## config.mk

```make
export PLATFORM = sky130hd
export DESIGN_NAME = mkt_msg_parser
export DESIGN_NICKNAME = d
export VERILOG_FILES = /design/src/rtl/mkt_msg_parser.sv
export SDC_FILE = /design/constraint.sdc
export NUM_CORES = 1
export LEC_CHECK = 0
export BUFFER_PORTS_ARGS = -buffer_cell sky130_fd_sc_hd__clkbuf_2
export CAP_MARGIN = 20
export CORE_MARGIN = 5
export CORE_UTILIZATION = 25
export CTS_CLUSTER_SIZE = 8
export DETAILED_ROUTE_END_ITERATION = 7
export PLACE_DENSITY = 0.51
export REMOVE_ABC_BUFFERS = 1
export SLEW_MARGIN = 0
export SYNTH_ARGS = -nofsm -noshare
export SYNTH_HDL_FRONTEND = slang
export SYNTH_SLANG_ARGS = --single-unit
```

## constraint.sdc

```tcl
create_clock -name clk -period 6.1 [get_ports clk]
set_clock_uncertainty 0.1 [all_clocks]
set_input_delay 1.83 -clock clk [delete_from_list [all_inputs] [get_ports clk]]
set_output_delay 1.83 -clock clk [all_outputs]
set_load 0.02 [all_outputs]
```

## src/rtl/mkt_msg_parser.sv

```systemverilog
// Market-message parser: decodes fixed-layout packets, keeps TRADE/CANCEL
// messages in a first-word-fall-through FIFO, and counts kept/dropped messages.
module mkt_msg_parser #(
  parameter int unsigned        PKT_W       = 128,
  parameter int unsigned        TYPE_W      = 8,
  parameter int unsigned        ID_W        = 16,
  parameter int unsigned        PRICE_W     = 32,
  parameter int unsigned        QTY_W       = 16,
  parameter int unsigned        DEPTH       = 4,
  parameter logic [TYPE_W-1:0]  TRADE_TYPE  = 8'h54,
  parameter logic [TYPE_W-1:0]  CANCEL_TYPE = 8'h58,
  parameter int unsigned        CNT_W       = 16
) (
  input  logic                       clk,
  input  logic                       rstn,
  input  logic [PKT_W-1:0]           in_data,
  input  logic                       in_valid,
  output logic                       in_ready,
  output logic [ID_W-1:0]            out_id,
  output logic [PRICE_W-1:0]         out_price,
  output logic [QTY_W-1:0]           out_qty,
  output logic                       out_cancel,
  output logic                       out_valid,
  input  logic                       out_ready,
  output logic [CNT_W-1:0]           msg_count,
  output logic [CNT_W-1:0]           drop_count,
  output logic [$clog2(DEPTH):0]     fifo_level
);

  localparam int unsigned AW        = $clog2(DEPTH);
  localparam int unsigned LW        = AW + 1;
  localparam int unsigned FLD_W     = TYPE_W + ID_W + PRICE_W + QTY_W;
  localparam int unsigned ENT_W     = 1 + ID_W + PRICE_W + QTY_W;
  localparam int unsigned TYPE_MSB  = PKT_W - 1;
  localparam int unsigned ID_MSB    = TYPE_MSB - TYPE_W;
  localparam int unsigned PRICE_MSB = ID_MSB - ID_W;
  localparam int unsigned QTY_MSB   = PRICE_MSB - PRICE_W;
  localparam int unsigned RSV_W     = PKT_W - FLD_W;

  // Configuration sanity checks at elaboration
  if (FLD_W > PKT_W) begin : g_bad_fields
    $error("mkt_msg_parser: packet fields do not fit in PKT_W");
  end
  if (DEPTH < 2 || (DEPTH & (DEPTH - 1)) != 0) begin : g_bad_depth
    $error("mkt_msg_parser: DEPTH must be a power of 2 and at least 2");
  end

  // Reserved packet LSBs are intentionally ignored
  if (RSV_W > 0) begin : g_rsv
    logic unused_rsv;
    assign unused_rsv = ^in_data[RSV_W-1:0];
  end

  logic [TYPE_W-1:0]  fld_type;
  logic [ID_W-1:0]    fld_id;
  logic [PRICE_W-1:0] fld_price;
  logic [QTY_W-1:0]   fld_qty;
  logic               is_trade;
  logic               is_cancel;
  logic               keep;
  logic               accept;
  logic               push;
  logic               pop;
  logic               drop;

  logic [ENT_W-1:0]   mem_q [DEPTH];
  logic [ENT_W-1:0]   mem_d [DEPTH];
  logic [AW-1:0]      wr_ptr_q, wr_ptr_d;
  logic [AW-1:0]      rd_ptr_q, rd_ptr_d;
  logic [LW-1:0]      level_q, level_d;
  logic [CNT_W-1:0]   msg_cnt_q, msg_cnt_d;
  logic [CNT_W-1:0]   drop_cnt_q, drop_cnt_d;
  logic [ENT_W-1:0]   head;

  // Field extraction, MSB-first layout
  always_comb begin
    fld_type  = in_data[TYPE_MSB  -: TYPE_W];
    fld_id    = in_data[ID_MSB    -: ID_W];
    fld_price = in_data[PRICE_MSB -: PRICE_W];
    fld_qty   = in_data[QTY_MSB   -: QTY_W];
  end

  // Occupancy-based handshake flags
  assign in_ready  = (level_q != LW'(DEPTH));
  assign out_valid = (level_q != '0);

  // Classification and push/pop/drop decisions
  always_comb begin
    is_trade  = (fld_type == TRADE_TYPE) && (fld_qty != '0);
    is_cancel = (fld_type == CANCEL_TYPE);
    keep      = is_trade || is_cancel;
    accept    = in_valid && in_ready;
    push      = accept && keep;
    drop      = accept && !keep;
    pop       = out_valid && out_ready;
  end

  // Next-state for FIFO storage, pointers, occupancy and saturating counters
  always_comb begin
    mem_d      = mem_q;
    wr_ptr_d   = wr_ptr_q;
    rd_ptr_d   = rd_ptr_q;
    level_d    = level_q;
    msg_cnt_d  = msg_cnt_q;
    drop_cnt_d = drop_cnt_q;

    if (push) begin
      mem_d[wr_ptr_q] = {is_cancel, fld_id, fld_price, fld_qty};
      wr_ptr_d        = wr_ptr_q + AW'(1);
    end
    if (pop) begin
      rd_ptr_d = rd_ptr_q + AW'(1);
    end

    case ({push, pop})
      2'b10:   level_d = level_q + LW'(1);
      2'b01:   level_d = level_q - LW'(1);
      default: level_d = level_q;
    endcase

    if (push && (msg_cnt_q != '1)) begin
      msg_cnt_d = msg_cnt_q + CNT_W'(1);
    end
    if (drop && (drop_cnt_q != '1)) begin
      drop_cnt_d = drop_cnt_q + CNT_W'(1);
    end
  end

  // State registers; reset clears FIFO contents so the head reads as zero
  always_ff @(posedge clk or negedge rstn) begin
    if (!rstn) begin
      for (int i = 0; i < int'(DEPTH); i++) begin
        mem_q[i] <= '0;
      end
      wr_ptr_q   <= '0;
      rd_ptr_q   <= '0;
      level_q    <= '0;
      msg_cnt_q  <= '0;
      drop_cnt_q <= '0;
    end else begin
      mem_q      <= mem_d;
      wr_ptr_q   <= wr_ptr_d;
      rd_ptr_q   <= rd_ptr_d;
      level_q    <= level_d;
      msg_cnt_q  <= msg_cnt_d;
      drop_cnt_q <= drop_cnt_d;
    end
  end

  // Head entry unpacking; sourced only from registered storage
  always_comb begin
    head       = mem_q[rd_ptr_q];
    out_cancel = head[ENT_W-1];
    out_id     = head[ENT_W-2 -: ID_W];
    out_price  = head[ENT_W-2-ID_W -: PRICE_W];
    out_qty    = head[QTY_W-1:0];
  end

  assign msg_count  = msg_cnt_q;
  assign drop_count = drop_cnt_q;
  assign fifo_level = level_q;

endmodule

```

==> run summary, run 1 <==
H-tree Lvls -> 2
Max VDD drop -> 285 uV
Power density over the cells -> 321 nW/um^2
# rows -> 86
Static Leak -> 0.00873 uW
Final antenna-violating net count -> 0
RSZ-0062 raised after global routing -> false
Hold slack -> 382 ps
Largest family of logic cells by synthesized area -> multiplexers
Compound-Gate Fraction of Synth Area -> 0.296%
Seq/Total Area, Yosys -> 53.7%
DR top layer -> met5
Synth Area in XOR/XNOR -> 2.26%
Vias -> 7659
DRC viols -> 0
Postcts setup bufs -> 0
Synth area leader -> dfrtp_1
Gate Count Post-Synth -> 816
Hold Violations, Final -> 0
# clock sinks -> 299
Die Span X -> 246 um
Commonest register cell after synthesis -> dfrtp_1
Pre-Repair DR Iteration Count -> 4
CTS tree -> done
Async S/R FF share, synth -> 100%
YS warnings -> 0
Required time of the critical path -> 4170 ps
Clock buffer depth -> 3
Slew headroom -> 34.6%
Cell with the most instances after synthesis -> dfrtp_1
Total Wirelength -> 32500 um
I/O pin count -> 234
Via-to-Cell Ratio -> 4.34
Placer congestion estimate -> 0.703
DRT iter0 DRCs -> 296
Chip Height -> 246 um
Max frequency -> 0.217 GHz
Count of endpoints failing setup in the final report -> 0
Clk Latency, worst-skew pair -> 550 ps
WL met2 -> 14500 um
NumNets Final -> 1147
# hold bufs at CTS -> 0
Synthesized area -> 13900 um^2
Post-Synth Adder-Cell Area -> 0.772%
Yosys cell types -> 37
Cts bufs inserted -> 44
Post-synth EDFFs -> 0
Crit Path Class -> register to primary output
Startpoint types -> register
Crit share post-route -> 75.5%
Pins over their slew limit -> 0
GRT overflow -> 0
Layout cell share with drive strength beyond 1 -> 54.9%
Number of port buffers -> 177
M1 WL -> 15000 um
Area grow syn2layout -> 21.1%
Crit-path max FO -> 37
Simple-gate share of the synthesized area -> 3.64%
Initial Util -> 25.3%
Post-cts sizing count -> 0
Min-delay worst type -> register to register
Core box area -> 55200 um^2
Maxcap violations -> 0
Mean Syn Cell Area -> 17.1 um^2
Area of the die -> 60600 um^2
Drt wl/cell -> 18.4 um
Clk root buf -> clkbuf_16
TNS Setup -> 0 ps
Critical Path Sink Type -> primary output
Worst-Margin Slew -> 972 ps
Status -> finished, final reports clean
Post-synthesis mux area share -> 36.6%
Clk pin slew, worst setup/hold paths -> 50 ps
Yosys top cell area share -> 53.7%
Crit path DAT -> 2680 ps
GRT Total Usage -> 10.9%
Area contributors post-synth -> dfrtp_1, mux2_4, mux4_2
Final design utilization -> 30.6%
Final min period -> 4610 ps
Antenna violations before repair -> 4
DP Wirelength -> 19800 um
Global-route wire length before repair -> 52100 um
Largest net degree at the start of global routing -> 110
Commonest cells in the netlist -> dfrtp_1, mux2_4, mux4_2
Vias in the first global route -> 8740
Synth Register Bits -> 299
Met3 wire len -> 2220 um
## area by class of cell
cell class	instances	area (um^2)
Timing Repair Buffer	190	1080
Antenna cell	3	7.51
Tap cell	748	936
Multi-Input combinational cell	464	6100
Fill cell	5506	38300
Inverter	8	30.0
Clock buffer	50	1160
Clock inverter	4	77.6
Sequential cell	299	7490
## per-stage QoR
stage | setup slack, ps | cell area [um^2] | power, uW | instances
after floorplan | 440 | 13600 | 2840 | 771
after global placement | 1090 | 15600 | 3200 | 1709
after detailed placement | 1080 | 15600 | 3210 | 1709
after CTS | 1340 | 16900 | 5560 | 1763
after global routing | 1260 | 16900 | 5710 | 1763
final | 1490 | 16900 | 5420 | 1766
## kinds of logic after synthesis
group | after synthesis
AND/OR/NAND/NOR | 86
flip-flops | 299
XOR/XNOR | 36
multiplexers | 328
adder cells (fa/ha/maj) | 8
AO/OA/AOI/OAI | 6
buffers and inverters | 53
## final timing paths
kind | from | to | slack, ps | cells after the start
worst min register to register | mem_q[117]$_DFFE_PN0P_ | mem_q[117]$_DFFE_PN0P_ | 380 | 1
worst min-delay path | mem_q[117]$_DFFE_PN0P_ | mem_q[117]$_DFFE_PN0P_ | 380 | 1
worst max-delay path | rd_ptr_q[0]$_DFFE_PN0P_ | out_price[27] | 1490 | 3
min in group asynchronous | rstn | drop_count[5]$_DFFE_PN0P_ | 1170 | 1
max in group asynchronous | rstn | mem_q[115]$_DFFE_PN0P_ | 3580 | 2
worst max register to register | fifo_level[0]$_DFFE_PN0P_ | mem_q[109]$_DFFE_PN0P_ | 3180 | 6
## cell usage in the layout, fill, tap and decap left out, types with 12 or more instances in the layout
master and n:
xor2_1 12, mux2_1 20, clkbuf_16 45, clkbuf_2 176
mux4_2 65, nand4_1 14, mux2_4 180, xnor2_1 24
nand3_1 12, dfrtp_1 297, mux2_2 62
## state kept, by name, indices dropped and copies added, names as in the netlist
name,count
rd_ptr_q,2
msg_count,16
mem_q,260
wr_ptr_q,2
drop_count,16
fifo_level,3
## metal layers
metal	global-route usage, %	vias up
met5	0	-
met4	3.56	4
met3	3.27	57
met2	16.4	178
met1	15.1	4025
li1	-	3395
## worst max-delay path: stages (launching register included)
cell and delay, ps:
dfrtp_4 1000, buf_4 380, mux4_2 540, clkbuf_2 190
## power by group
group	total, uW	switching [uW]	internal (uW)
Clock	2270	858	1410
Combinational	806	393	413
Sequential	2340	247	2100
Total	5420	1500	3920
Note: power is estimated with default switching activity, not from simulation.
==> run 2, diff against run 1 <==
PLACE_DENSITY = 0.52   (was 0.51)
clock period = 4.1 ns   (was 6.1 ns; I/O delays follow)
==> run summary, run 2 (synthesis gave the netlist of run 1 again) <==
Final min period -> 3510 ps
Hold EP -> mem_q[85]$_DFFE_PN0P_ (was mem_q[117]$_DFFE_PN0P_)
Crit path DAT -> 2180 ps (was 2680 ps)
Worst-Margin Slew -> 942 ps (was 972 ps)
Reg2reg path depth -> 10 (was 6)
Number of port buffers -> 177 (unchanged)
Maxcap violations -> 0 (unchanged)
I/O pin count -> 234 (unchanged)
Hold Violations, Final -> 0 (unchanged)
TNS Setup -> 0 ps (unchanged)
Final design utilization -> 30.9% (was 30.6%)
Placed cells -> 1730 (was 1709)
Postcts setup bufs -> 0 (unchanged)
Crit-path max FO -> 21 (was 37)
Worst setup margin -> 595 ps (was 1490 ps)
H-tree Lvls -> 2 (unchanged)
Total Wirelength -> 33100 um (was 32500 um)
Reg2Reg Launch Point -> fifo_level[0]$_DFFE_PN0P_ (unchanged)
Overall Power -> 7870 uW (was 5420 uW)
Global-route wire length before repair -> 52100 um (about the same)
Most frequent cells in the layout -> dfrtp_1, mux2_4, clkbuf_2 (unchanged)
DP Worst Slack -> 257 ps (was 1080 ps)
Antenna Cells -> 0 (was 3)
DP Wirelength -> 21200 um (was 19800 um)
Static Leak -> 0.00884 uW (was 0.00873 uW)
Antenna violations before repair -> 0 (was 4)
Drt wl/cell -> 18.6 um (was 18.4 um)
Core box area -> 55200 um^2 (unchanged)
DRC viols -> 0 (unchanged)
Startpoint types -> register (unchanged)
Vias in the first global route -> 8686 (was 8740)
# clock sinks -> 299 (unchanged)
Multi-input gate area -> 6100 um^2 (unchanged)
Clk pin slew, worst setup/hold paths -> 50 ps (about the same)
Min-delay worst type -> register to register (unchanged)
Required time of the critical path -> 2770 ps (was 4170 ps)
RSZ-0062 raised after global routing -> false (unchanged)
Clk root buf -> clkbuf_16 (unchanged)
Pins over their slew limit -> 0 (unchanged)
Min-delay src -> mem_q[85]$_DFFE_PN0P_ (was mem_q[117]$_DFFE_PN0P_)
Worst reg2reg setup slack -> 1610 ps (was 3180 ps)
Layout fillers -> 5439 (was 5506)
GRT overflow -> 0 (unchanged)
Power density over the cells -> 461 nW/um^2 (was 321 nW/um^2)
Clk Latency, worst-skew pair -> 560 ps (was 550 ps)
Largest Register -> mem_q (unchanged)
Status -> finished, final reports clean (unchanged)
NumNets Final -> 1167 (was 1147)
Worst R2R End -> fifo_level[2]$_DFFE_PN0P_ (was mem_q[109]$_DFFE_PN0P_)
Post-cts sizing count -> 0 (unchanged)
Largest net degree at the start of global routing -> 98 (was 110)
Register area -> 7490 um^2 (unchanged)
Layout cell share with drive strength beyond 1 -> 55.7% (was 54.9%)
Cts bufs inserted -> 43 (was 44)
Final Non-Filler Cells -> 1779 (was 1766)
GRT Total Usage -> 10.9% (about the same)
Die Span X -> 246 um (unchanged)
Chip Height -> 246 um (unchanged)
DRT iter0 DRCs -> 295 (was 296)
Vias -> 7767 (was 7659)
# rows -> 86 (unchanged)
Via-to-Cell Ratio -> 4.37 (was 4.34)
Pre-Repair DR Iteration Count -> 4 (unchanged)
Crit share post-route -> 85.5%
Count of endpoints failing setup in the final report -> 0 (unchanged)
Max VDD drop -> 238 uV (was 285 uV)
Crit Path Class -> register to primary output (unchanged)
Max reg flops -> 260 (unchanged)
Critical Path Sink Type -> primary output (unchanged)
Max frequency -> 0.285 GHz
CTS tree -> done (unchanged)
Clock buffer depth -> 3 (unchanged)
# hold bufs at CTS -> 0 (unchanged)
Hold path depth -> 1 (unchanged)
Final antenna-violating net count -> 0 (unchanged)
Most common cell after layout, fill and taps aside -> dfrtp_1 (unchanged)
Placer congestion estimate -> 0.739 (was 0.703)
Initial Util -> 25.3% (unchanged)
Area of the die -> 60600 um^2 (unchanged)
Area grow syn2layout -> 22.3% (was 21.1%)
Slew headroom -> 36.6% (was 34.6%)
-- run 2: layout make-up --
class / instances / area share [%]
Clock inverter: 3 / 0.176
Clock buffer: 46 / 6.50
Multi-Input combinational cell: 464 / 35.8
Inverter: 8 / 0.176
Sequential cell: 299 / 43.9
Tap cell: 748 / 5.49
Timing Repair Buffer: 211 / 7.99
-- run 2: report_power, final --
| part | internal, uW | switching (uW) | total (uW) |
|---|---|---|---|
| registers | 3120 | 164 | 3290 |
| logic | 643 | 790 | 1430 |
| clock network | 1890 | 1270 | 3150 |
| total | 5650 | 2220 | 7870 |
-- run 2: through the flow --
| stage | hold WS [ps] | cell area [um^2] |
|---|---|---|
| 6_report | 383 | 17100 |
| 5_1_grt | 392 | 17100 |
| 4_1_cts | 387 | 17100 |
| 3_5_place_dp | 376 | 15900 |
| 3_3_place_gp | 369 | 15900 |
| 2_1_floorplan | 359 | 13600 |
-- run 2: critical path, stage by stage (launching register included) --
cell	delay, ps
dfrtp_4	420
buf_4	430
mux4_2	600
clkbuf_2	180
-- run 2: metal layers --
| metal | routed length [um] | vias to the layer above | track usage (%) |
|---|---|---|---|
| met1 | 15000 | 4126 | 14.6 |
| met5 | 0 | - | 0 |
| met3 | 2020 | 49 | 3.17 |
| li1 | - | 3433 | - |
| met4 | 697 | 0 | 3.40 |
| met2 | 15300 | 159 | 17.2 |
-- run 2: worst max-delay path by stage --
stage / startpoint / depth (start not counted) / end
after floorplan: in_data[121] / 5 / mem_q[106]$_DFFE_PN0P_
after global placement: in_data[58] / 12 / fifo_level[2]$_DFFE_PN0P_
after detailed placement: in_data[58] / 12 / fifo_level[2]$_DFFE_PN0P_
after CTS: rd_ptr_q[0]$_DFFE_PN0P_ / 3 / out_price[7]
after global routing: rd_ptr_q[0]$_DFFE_PN0P_ / 3 / out_price[7]
final: rd_ptr_q[0]$_DFFE_PN0P_ / 3 / out_price[7]
==> run 3, diff against run 2 <==
--- a/config.mk
+++ b/config.mk
@@ -6,4 +6,5 @@
 export NUM_CORES = 1
 export LEC_CHECK = 0
+export ABC_AREA = 1
 export BUFFER_PORTS_ARGS = -buffer_cell sky130_fd_sc_hd__clkbuf_2
 export CAP_MARGIN = 20
==> constraint.sdc (replaced) <==
create_clock -name clk -period 4.1 [get_ports clk]
set_clock_uncertainty 0.1 [all_clocks]
set_input_delay 1.23 -clock clk [delete_from_list [all_inputs] [get_ports clk]]
set_output_delay 1.23 -clock clk [all_outputs]
set_load 0.005 [all_outputs]
==> run summary, run 3 <==
Reg2reg path depth -> 8 (was 10)
Power density over the cells -> 557 nW/um^2 (was 461 nW/um^2)
Reg2Reg Launch Point -> fifo_level[1]$_DFFE_PN0P_ (was fifo_level[0]$_DFFE_PN0P_)
Post-synth EDFFs -> 0 (unchanged)
Crit path DAT -> 2520 ps (was 2180 ps)
RSZ-0062 raised after global routing -> false (unchanged)
Chip Height -> 254 um (was 246 um)
Overall Power -> 9910 uW (was 7870 uW)
Total Wirelength -> 51700 um (was 33100 um)
Yosys cell types -> 25 (was 37)
Drt wl/cell -> 18.7 um (was 18.6 um)
Initial Util -> 25.3% (about the same)
Worst reg2reg setup slack -> 1730 ps (was 1610 ps)
Clock buffer depth -> 3 (unchanged)
Hold EP -> mem_q[161]$_DFFE_PN0P_ (was mem_q[85]$_DFFE_PN0P_)
Clk Latency, worst-skew pair -> 560 ps (about the same)
Cell with the most instances after synthesis -> nand2_1 (was dfrtp_1)
Largest net degree at the start of global routing -> 101 (was 98)
DP Wirelength -> 29600 um (was 21200 um)
Max frequency -> 0.259 GHz (was 0.285 GHz)
DRT iter0 DRCs -> 1098 (was 295)
# hold bufs at CTS -> 0 (unchanged)
Area of the die -> 64600 um^2 (was 60600 um^2)
Post-cts sizing count -> 0 (unchanged)
Crit-path max FO -> 72 (was 21)
Placer congestion estimate -> 0.805 (was 0.739)
Required time of the critical path -> 2770 ps (about the same)
Area contributors post-synth -> dfrtp_1, nand2_1, nand4_1 (was dfrtp_1, mux2_4, mux4_2)
Worst-Margin Slew -> 893 ps (was 942 ps)
Synthesized area -> 14900 um^2 (was 13900 um^2)
Status -> finished, final reports clean (unchanged)
Met3 wire len -> 4060 um (was 2020 um)
Gate Count Post-Synth -> 1884 (was 816)
Maxcap violations -> 0 (unchanged)
Area grow syn2layout -> 19.3% (was 22.3%)
Register area -> 7490 um^2 (about the same)
GRT overflow -> 0 (unchanged)
# rows -> 89 (was 86)
Cell Area, Placed -> 16500 um^2 (was 15900 um^2)
Max VDD drop -> 264 uV (was 238 uV)
Commonest register cell after synthesis -> dfrtp_1 (unchanged)
Hold path depth -> 2 (was 1)
YS warnings -> 0 (unchanged)
Clk pin slew, worst setup/hold paths -> 50 ps (about the same)
Layout cell share with drive strength beyond 1 -> 14.6% (was 55.7%)
Crit share post-route -> 94.0% (was 85.5%)
WL met2 -> 24400 um (was 15300 um)
GRT Total Usage -> 15.7% (was 10.9%)
Antenna violations before repair -> 5 (was 0)
DP Worst Slack -> 326 ps (was 257 ps)
Pins over their slew limit -> 0 (unchanged)
Layout fillers -> 6286 (was 5439)
DR top layer -> met5 (was met4)
H-tree Lvls -> 2 (unchanged)
Vias -> 14000 (was 7767)
M1 WL -> 22200 um (was 15000 um)
Clk root buf -> clkbuf_16 (unchanged)
Final Non-Filler Cells -> 2768 (was 1779)
Hold Violations, Final -> 0 (unchanged)
Cts bufs inserted -> 44 (was 43)
Final antenna-violating net count -> 0 (unchanged)
Die Span X -> 254 um (was 246 um)
Global-route wire length before repair -> 81000 um (was 52100 um)
Async S/R FF share, synth -> 100% (unchanged)
Synth area leader -> dfrtp_1 (unchanged)
CTS tree -> done (unchanged)
Pre-Repair DR Iteration Count -> 5 (was 4)
I/O pin count -> 234 (unchanged)
Largest Register -> mem_q (unchanged)
Design Area, Final -> 17800 um^2 (was 17100 um^2)
Via-to-Cell Ratio -> 5.06 (was 4.37)
Min-delay src -> mem_q[161]$_DFFE_PN0P_ (was mem_q[85]$_DFFE_PN0P_)
Commonest cells in the netlist -> nand2_1, dfrtp_1, nand4_1 (was dfrtp_1, mux2_4, mux4_2)
Most common cell after layout, fill and taps aside -> nand2_1 (was dfrtp_1)
Multi-input gate area -> 6640 um^2 (was 6100 um^2)
Vias in the first global route -> 13800 (was 8686)
NumNets Final -> 2123 (was 1167)
Mean Syn Cell Area -> 7.91 um^2 (was 17.1 um^2)
DRC viols -> 0 (unchanged)
Static Leak -> 0.00910 uW (was 0.00884 uW)
Placed cells -> 2710 (was 1730)
Postcts setup bufs -> 0 (unchanged)
Final min period -> 3850 ps (was 3510 ps)
Yosys top cell area share -> 50.2% (was 53.7%)
Critical Path Sink Type -> primary output (unchanged)
Core box area -> 59000 um^2 (was 55200 um^2)
Max reg flops -> 260 (unchanged)
Seq/Total Area, Yosys -> 50.2% (was 53.7%)
Crit Path Class -> register to primary output (unchanged)
# clock sinks -> 299 (unchanged)
Most frequent cells in the layout -> nand2_1, dfrtp_1, nand4_1 (was dfrtp_1, mux2_4, clkbuf_2)
Number of port buffers -> 177 (unchanged)
Hold slack -> 360 ps (was 383 ps)
Slew headroom -> 40.5% (was 36.6%)
Min-delay worst type -> register to register (unchanged)
Count of endpoints failing setup in the final report -> 0 (unchanged)
Synth Register Bits -> 299 (unchanged)
Worst setup margin -> 245 ps (was 595 ps)
Startpoint types -> register (unchanged)
Worst R2R End -> drop_count[8]$_DFFE_PN0P_ (was fifo_level[2]$_DFFE_PN0P_)
run 3: area by class of cell:
cell class                 instances  area share, %
clock inverter                     3          0.267
multi-input combinational       1388           37.3
tap                              773           5.44
inverter                          32          0.689
clock buffer                      52           6.65
antenna                            3         0.0422
sequential                       299           42.1
timing repair buffer             218           7.47
run 3: stage by stage:
stage | setup TNS (ps) | utilization (%)
after floorplan | -1548840 | -
after global routing | 0 | 30.1
after detailed placement | 0 | 28.0
final | 0 | 30.1
after CTS | 0 | 30.1
after global placement | 0 | 28.0
run 3: cells by family (layout without fill, tap and decap cells):
family / after synthesis / count (layout) / synth area share [%]
AOI/OAI and AO/OA: 201 / 201 / 7.29
DFF: 299 / 299 / 50.2
other: 0 / 3 / 0
adders and majority gates: 8 / 8 / 0.722
buffers and inverters: 197 / 305 / 6.04
and+or+nand+nor: 1157 / 1157 / 34.5
xor gates and xnor gates: 22 / 22 / 1.29
run 3: critical path, stage by stage (launching register included):
cell      delay [ps]
dfrtp_4          630
inv_4            360
buf_12           350
o21ai_0          140
o22ai_1          270
clkbuf_2         180
run 3: metal layers:
| metal | track usage, % | vias to the layer above |
|---|---|---|
| li1 | - | 6593 |
| met1 | 20.9 | 6825 |
| met2 | 25.4 | 501 |
| met3 | 4.05 | 89 |
| met4 | 4.48 | 4 |
| met5 | 0 | - |
run 3: worst max-delay path by stage:
stage	from	endpoint	slack [ps]	cells after the start
floorplan	in_valid	mem_q[129]$_DFFE_PN0P_	-5040	4
CTS	rd_ptr_q[0]$_DFFE_PN0P_	out_price[13]	200	5
global route	rd_ptr_q[0]$_DFFE_PN0P_	out_id[14]	110	5
finish	rd_ptr_q[0]$_DFFE_PN0P_	out_qty[4]	250	5
global placement	in_data[63]	mem_q[82]$_DFFE_PN0P_	370	11
detailed placement	in_data[63]	mem_q[3]$_DFFE_PN0P_	330	11
run 3: where the power goes:
part           switching, uW  leakage (uW)  total, uW  internal [uW]
combinational           2130       0.00436       3190           1070
sequential               225       0.00414       3320           3090
clock                   1340      0.000604       3400           2060
total                   3690       0.00910       9910           6220
